==> src/rtl/instr_sequencer.sv <==
// -----------------------------------------------------------------------------
// instr_sequencer
//
// Program sequencer in front of the instruction decoder. It fetches words from
// a synchronous program ROM. It presents each opcode/operand pair for exactly
// one execute cycle. A WAIT opcode stalls the sequencer until resume is seen.
// At the end of the program the sequencer either wraps to address 0 or
// finishes. This block is the only owner of the program counter.
//
// Ports
//   clk          system clock, rising edge
//   rst_n        synchronous active-low reset
//   start        begin a run from address 0 (honoured only in IDLE)
//   loop         at program end: 1 wraps to address 0, 0 finishes
//   resume       releases a WAIT stall (honoured only in STALL)
//   prog_en      ROM read enable (high in FETCH)
//   prog_addr    ROM read address, always equal to pc
//   prog_rdata   ROM data, valid the cycle after prog_en
//   opcode       registered opcode to the decoder
//   operand      registered operand to the datapath
//   instr_valid  execute strobe (high in EXEC only)
//   busy         high in every state except IDLE
//   done         one-cycle pulse at program completion
//   pc           current program counter
// -----------------------------------------------------------------------------
module instr_sequencer #(
  parameter int OPCODE_WIDTH  = 3,
  parameter int OPERAND_WIDTH = 8,
  parameter int ADDR_WIDTH    = 6,
  parameter int PROG_LEN      = 64,
  // Encoding of WAIT in the decoder's opcode table.
  parameter logic [OPCODE_WIDTH-1:0] WAIT_OPCODE = OPCODE_WIDTH'(6)
) (
  input  logic                                  clk,
  input  logic                                  rst_n,
  input  logic                                  start,
  input  logic                                  loop,
  input  logic                                  resume,
  output logic                                  prog_en,
  output logic [ADDR_WIDTH-1:0]                 prog_addr,
  input  logic [OPCODE_WIDTH+OPERAND_WIDTH-1:0] prog_rdata,
  output logic [OPCODE_WIDTH-1:0]               opcode,
  output logic [OPERAND_WIDTH-1:0]              operand,
  output logic                                  instr_valid,
  output logic                                  busy,
  output logic                                  done,
  output logic [ADDR_WIDTH-1:0]                 pc
);

  localparam logic [2:0] IDLE   = 3'd0;
  localparam logic [2:0] FETCH  = 3'd1;
  localparam logic [2:0] DECODE = 3'd2;
  localparam logic [2:0] EXEC   = 3'd3;
  localparam logic [2:0] STALL  = 3'd4;
  localparam logic [2:0] FIN    = 3'd5;

  localparam logic [ADDR_WIDTH-1:0] LAST_ADDR = ADDR_WIDTH'(PROG_LEN - 1);

  logic [2:0]            state;
  logic [2:0]            adv_state;
  logic [ADDR_WIDTH-1:0] adv_pc;

  // Where an instruction goes when it retires, from EXEC or from STALL.
  // The end-of-program test is an explicit compare against the last address,
  // so any PROG_LEN works, including lengths that are not a power of two.
  always_comb begin
    // NOTE: every combinational output gets a default before any branch, so no
    // path can leave it unassigned and infer a latch.
    adv_state = FIN;
    adv_pc    = pc;
    if (pc != LAST_ADDR) begin
      adv_state = FETCH;
      adv_pc    = pc + ADDR_WIDTH'(1);
    end else if (loop) begin
      adv_state = FETCH;
      adv_pc    = '0;
    end
  end

  // NOTE: sequential state uses non-blocking assignments only, so every
  // register samples values from before the edge regardless of statement order.
  always_ff @(posedge clk) begin
    if (!rst_n) begin
      state   <= IDLE;
      pc      <= '0;
      opcode  <= '0;
      operand <= '0;
    end else begin
      case (state)
        IDLE: begin
          if (start) begin
            pc    <= '0;
            state <= FETCH;
          end
        end
        FETCH:  state <= DECODE;
        DECODE: begin
          opcode  <= prog_rdata[OPCODE_WIDTH+OPERAND_WIDTH-1 -: OPCODE_WIDTH];
          operand <= prog_rdata[OPERAND_WIDTH-1:0];
          state   <= EXEC;
        end
        EXEC: begin
          // The instruction has already had its single strobe in this cycle.
          // A WAIT holds the sequencer here, and opcode and operand stay
          // visible during the stall.
          if (opcode == WAIT_OPCODE) begin
            state <= STALL;
          end else begin
            state <= adv_state;
            pc    <= adv_pc;
          end
        end
        STALL: begin
          if (resume) begin
            state <= adv_state;
            pc    <= adv_pc;
          end
        end
        FIN:     state <= IDLE;
        default: state <= IDLE;
      endcase
    end
  end

  // All outputs are decoded from registers, so no input reaches an output
  // combinationally.
  assign prog_en     = (state == FETCH);
  assign prog_addr   = pc;
  assign instr_valid = (state == EXEC);
  assign busy        = (state != IDLE);
  assign done        = (state == FIN);

endmodule
==> config.mk <==
export PLATFORM = sky130hd
export DESIGN_NAME = instr_sequencer
export DESIGN_NICKNAME = d
export VERILOG_FILES = /design/src/rtl/instr_sequencer.sv
export SDC_FILE = /design/constraint.sdc
export NUM_CORES = 1
export LEC_CHECK = 0
export ABC_AREA = 1
export CORE_MARGIN = 8
export CORE_UTILIZATION = 37
export DETAILED_ROUTE_END_ITERATION = 16
export PLACE_DENSITY = 0.76
export SLEW_MARGIN = 20
export SYNTH_ARGS = -nofsm -noshare
export SYNTH_HDL_FRONTEND = slang
export SYNTH_SLANG_ARGS = --single-unit
==> constraint.sdc <==
create_clock -name clk -period 1.3 [get_ports clk]
set_input_delay 0.325 -clock clk [delete_from_list [all_inputs] [get_ports clk]]
set_output_delay 0.325 -clock clk [all_outputs]
set_load 0.02 [all_outputs]
Yosys cells after proc, flatten, opt, wreduce, memory -nomap -nowiden
Cells that the tools add are included.
{"block": "classes", "n_eq_ne": 10, "muxes": 12, "addsub": 1, "reduce_logical": 5}
{"operator": "6-bit two-way mux", "count": 5}
{"operator": "6-bit case mux with 3 select lines", "count": 1}
{"operator": "3-bit two-way mux", "count": 5}
{"operator": "3-bit case mux with 5 select lines", "count": 1}
{"operator": "3-bit == test (second input constant)", "count": 3}
{"operator": "6-bit by 1-bit adder with 6-bit output (second input constant)", "count": 1}
{"operator": "3-bit by 2-bit == test with 1-bit output (second input constant)", "count": 2}
{"operator": "2-bit != test (second input constant)", "count": 3}
{"operator": "6-bit != test (second input constant)", "count": 1}
{"operator": "3-bit nonzero test", "count": 2}
{"operator": "4-bit AND reduction", "count": 1}
{"operator": "3-bit by 1-bit == test with 1-bit output (second input constant)", "count": 1}
{"operator": "3-bit logical NOT", "count": 1}
{"operator": "2-bit AND reduction", "count": 1}
{"block": "totals", "reg_bits": 20, "elab_cells": 32}

Depth between registers and ports, before layout
Gate-level depths: netlist of the first run.
{"block": "logic_depth", "word_depth": 4, "depth_mapped": 9, "depth_no_buf": 9}

Worst setup path after synthesis of the first run
Ideal clock, no wire load.
{"block": "synth_path", "path_kind": "flip-flop to flip-flop", "from": "reg pc[0]", "to": "reg pc[1]", "path_stages_with_launch": 9, "t_arrival_ns": 1.353, "setup_ns": 0.114, "setup_slack_ns": -0.167, "cell_sequence": "dfxtp_1 ha_1 nand3_1 nor2_2 nand3_4 nand3_4 nand2_1 nand2_1 nor2_1"}
{"block": "synth_between", "elab_chain_cells": 4, "word_cells_on_any_way": 6, "cone_classes": "add/sub (1); eq/ne (1); mux (4)"}
{"item": "start, declared", "line": "47", "rtl": "output logic [ADDR_WIDTH-1:0] pc"}
{"item": "start signal, assigned", "line": "110", "rtl": "pc <= adv_pc;"}
{"item": "start signal, assigned", "line": "116", "rtl": "pc <= adv_pc;"}
{"item": "6-bit by 1-bit adder with 6-bit output / 6-bit != test (equally long branches)", "line": "73, 71"}
{"item": "6-bit two-way mux *", "line": "71", "rtl": "if (pc != LAST_ADDR) begin"}
{"item": "6-bit two-way mux, on equally long branches", "line": "114, 106"}
{"item": "6-bit case mux with 3 select lines *", "line": "89", "rtl": "case (state)"}
Mark *: on every way between the ends. The rest lies on a longest branch, timed or not. The select of a mux whose other input is x is not followed.
A chain may end at the register's enable or synchronous reset.

Worst setup path in the final report of the first run
{"block": "layout_path", "from": "reg state[2]", "to": "reg pc[0]"}
{"block": "layout_between", "elab_chain_cells": 3, "word_cells_on_any_way": 9, "cone_classes": "eq/ne (5); mux (1); reduce/logical (3)"}
{"item": "start, declared", "line": "59", "rtl": "logic [2:0] state;"}
{"item": "start signal, assigned", "line": "109", "rtl": "state <= adv_state;"}
{"item": "start signal, assigned", "line": "115", "rtl": "state <= adv_state;"}
{"item": "3-bit by 2-bit == test with 1-bit output, or another cell as far along", "line": "89"}
{"item": "2-bit != test (no source line) / 3-bit nonzero test (equally long branches)"}
{"item": "4-bit AND reduction (no source line)"}
Several ways; a longest one is shown, not always the timed one.

==> impl_table.tex, run 1 <==
\begin{tabular}{lr}
\hline
Metric & Value \\
\hline
\multicolumn{2}{l}{\textbf{Timing}} \\
Transition time of the tightest slew-check pin & 0.362 ns \\
Final worst-path cycle share & 1.14 \\
Max-slew violation count & 0 \\
Hold violation count in the final report & 0 \\
Setup repair after global routing missed its margin & yes \\
Minimum period implied by the final worst setup slack & 1.49 ns \\
Final setup skew & 0.00336 ns \\
Worst-case setup margin in the final layout & -0.186 ns \\
Worst hold margin & 0.494 ns \\
Achievable Freq & 0.673 GHz \\
Headroom to the max-slew limit & 0.758 \\
Final-report setup violation count & 12 \\
\multicolumn{2}{l}{\textbf{Placement}} \\
Worst slack at placement & -0.259 ns \\
Cell area after placement & 0.00161 mm2 \\
Port bufs & 42 \\
Final Wtd Congestion & 0.849 \\
Hpwl dp & 2.21 mm \\
\multicolumn{2}{l}{\textbf{Clocking}} \\
\# hold bufs at CTS & 0 \\
H-tree depth reported by CTS & 1 \\
Clock Sinks & 20 \\
Clock Tree Root & clkbuf\_4 \\
Clock edge transition at the registers on the reported setup and hold paths & 0.12 ns \\
Skew-Pair Late Insertion Delay & 0.31 ns \\
Number of buffers created by CTS & 3 \\
CTS tree & done \\
Clock Path Buffers & 2 \\
\multicolumn{2}{l}{\textbf{Setup path}} \\
Reg-to-reg endpoint & pc[0] \\
Worst-path fanout max & 4 \\
Cell-by-cell listing of the critical path & inv\_2 -> buf\_4 -> nand3\_1 -> nand2\_4 -> nand3\_4 -> nand2\_4 -> nor2\_4 -> nand2\_1 -> a21oi\_2 \\
Worst flop-to-flop path startpoint & state[2] \\
Critical path's most frequent cell & nand2\_4 \\
Crit path required time & 1.54 ns \\
Critical path endpoint category & flip-flop \\
Cell count of the worst reg-to-reg path & 9 \\
Critical Path Source Type & flip-flop \\
Worst reg2reg setup slack & -0.19 ns \\
Slowest cell on the critical path & dfxtp\_2 \\
WS Path Type & reg -> reg \\
Arrival @ worst endpoint & 1.73 ns \\
Largest stage delay on the critical path & 0.37 ns \\
\multicolumn{2}{l}{\textbf{Floorplan}} \\
Core Footprint & 0.00269 mm2 \\
Std-Cell Rows & 19 \\
Die Footprint & 0.00471 mm2 \\
Die height & 68.6 um \\
Initial cell density of the core & 0.381 \\
Horizontal die dimension & 68.6 um \\
I/O pins & 43 \\
\multicolumn{2}{l}{\textbf{Route}} \\
Number of nets with antenna violations after routing & 0 \\
Number of iterations in the first detailed-routing pass & 4 \\
Total Wirelength & 3.04 mm \\
Post-route DRC & 0 \\
Vias after detailed routing & 1103 \\
Via density per instance & 4.71 \\
DR iter-0 viols & 39 \\
Average wire per standard cell & 13.0 um \\
\multicolumn{2}{l}{\textbf{Global route}} \\
Antenna violations before repair & 0 \\
Pin count of the biggest net entering global routing & 14 \\
Combined global-route utilization of all metal layers & 0.133 \\
Total congestion overflow & 0 \\
First-pass GRT wire length & 4.82 mm \\
Number of global-route vias before repair & 1183 \\
\multicolumn{2}{l}{\textbf{Power}} \\
Cell leakage power & 0.726 nW \\
Total Power Consumption & 1.70 mW \\
VDD IR-drop max & 0.760 mV \\
Power density cells & 1010 mW/mm2 \\
\multicolumn{2}{l}{\textbf{Synthesis}} \\
Average size of a mapped cell & 7.06 um2 \\
Syn Std Cell Area & 0.00102 mm2 \\
Number of register bits inferred by synthesis & 20 \\
Mapped Nets & 162 \\
Number of instances in the synthesized netlist & 145 \\
Seq/Total Area, Yosys & 0.391 \\
Synthesis Warnings & 0 \\
Count of different cell masters after synthesis & 22 \\
\multicolumn{2}{l}{\textbf{Run status}} \\
Status & complete, but fails checks \\
Failing checks & negative setup slack \\
\multicolumn{2}{l}{\textbf{Layout}} \\
Relative area change from synthesis to final layout & 63.7\% \\
Final Net Count & 221 \\
Fraction of layout cells with a size suffix above 1 & 0.443 \\
Post-route cell area & 0.00168 mm2 \\
\# diodes & 0 \\
Share of the core filled with cells & 0.624 \\
\multicolumn{2}{l}{\textbf{Min path}} \\
Worst min-delay path class & reg -> reg \\
Cell depth of the worst hold path & 2 \\
Min-Delay Startpoint & operand[0] \\
Hold-critical path endpoint & operand[0] \\
\multicolumn{2}{l}{\textbf{Job}} \\
Reported max-cap violation count & 0 \\
\hline
\end{tabular}
-- cell families after synthesis --
group / count (synthesis) / synth area share
buffers and inverters: 22 / 0.105
XOR/XNOR: 3 / 0.0257
AO/OA/AOI/OAI: 20 / 0.100
adder cells (fa/ha/maj): 1 / 0.0122
flip-flops: 20 / 0.391
AND/OR/NAND/NOR: 79 / 0.366
-- registers in the layout, summed over array words and instances, names as in the netlist --
name,flops
pc,6
opcode,3
state,3
operand,8
-- worst max path at each step --
stage	start	end	slack, ns	cells past startpoint
floorplan	pc[0]	pc[1]	0.002	8
global placement	state[1]	prog_en	-0.25	2
detailed placement	state[0]	prog_en	-0.26	3
CTS	state[1]	busy	-0.13	4
global route	state[2]	pc[0]	-0.27	9
finish	state[2]	pc[0]	-0.19	9
-- where the power goes --
part	switching [mW]	internal, mW	leakage, nW
logic	0.308	0.248	0.532
registers	0.0340	0.665	0.168
clock network	0.207	0.235	0.0261
-- layout make-up --
| class | instances | area [um2] |
|---|---|---|
| Inverter | 13 | 48.8 |
| Timing Repair Buffer | 63 | 515 |
| Tap cell | 31 | 38.8 |
| Sequential cell | 20 | 418 |
| Clock buffer | 4 | 47.5 |
| Fill cell | 249 | 1010 |
| Multi-Input combinational cell | 103 | 607 |
-- layer usage --
metal / GRT usage / vias to the layer above / share of wire
li1: - / 565 / -
met1: 0.124 / 503 / 0.39
met2: 0.251 / 31 / 0.51
met3: 0.0468 / 4 / 0.078
met4: 0.0639 / 0 / 0.016
met5: 0 / - / 0
-- what timing repair did --
action,4_1_cts,5_1_grt
pin swaps,10,4
setup buffers,1,0
endpoints found under the setup margin,35,30
gates resized for setup,112,25
-- synth_stat cells (all sizes together) --
library cell | n | area (um2)
ha | 1 | 12.5
nor2 | 41 | 184
a21oi | 7 | 35.0
buf | 7 | 50.0
nand3 | 8 | 65.1
o21ai | 12 | 60.1
dfxtp | 20 | 400
xor2 | 2 | 17.5
nor3 | 2 | 10.0
o211ai | 1 | 7.51
nand2 | 28 | 115
inv | 12 | 45.1
clkbuf | 2 | 8.75
xnor2 | 1 | 8.76
clkinv | 1 | 3.75
-- worst max-delay path, delay by kind of cell, from the launching register on --
kind                   cells  cell delay [ns]
AND/OR/NAND/NOR            6             0.69
AO/OA/AOI/OAI              1             0.14
flip-flops                 1             0.37
buffers and inverters      2             0.21
-- placed cells by master (no fill, tap or decap), drive strengths merged --
cell type / netlist / layout
xnor2: 1 / 1
clkinv: 1 / 1
o21ai: 12 / 12
nor3: 2 / 2
a21oi: 7 / 7
o211ai: 1 / 1
xor2: 2 / 2
dfxtp: 20 / 20
nand2: 28 / 28
buf: 7 / 41
clkdlybuf4s15: 0 / 5
nand3: 8 / 8
inv: 12 / 12
nor2: 41 / 41
clkbuf: 2 / 6
clkdlybuf4s50: 0 / 15
ha: 1 / 1
-- metrics by stage --
stage / cells / setup TNS [ns]
3_3_place_gp: 229 / -2.20
2_1_floorplan: 145 / 0
4_1_cts: 234 / -1.09
3_5_place_dp: 229 / -2.72
6_report: 234 / -1.24
5_1_grt: 234 / -2.04
Note: power is estimated with default switching activity, not from simulation.
==> inputs of run 2 (changes only) <==
--- a/config.mk
+++ b/config.mk
@@ -6,6 +6,7 @@
 export NUM_CORES = 1
 export LEC_CHECK = 0
 export ABC_AREA = 1
+export ABC_CLOCK_PERIOD_IN_PS = 1300
 export CORE_MARGIN = 8
 export CORE_UTILIZATION = 37
 export DETAILED_ROUTE_END_ITERATION = 16
==> results of run 2 <==
Same layout as run 1: the final DEF is identical, and so are final timing and power.
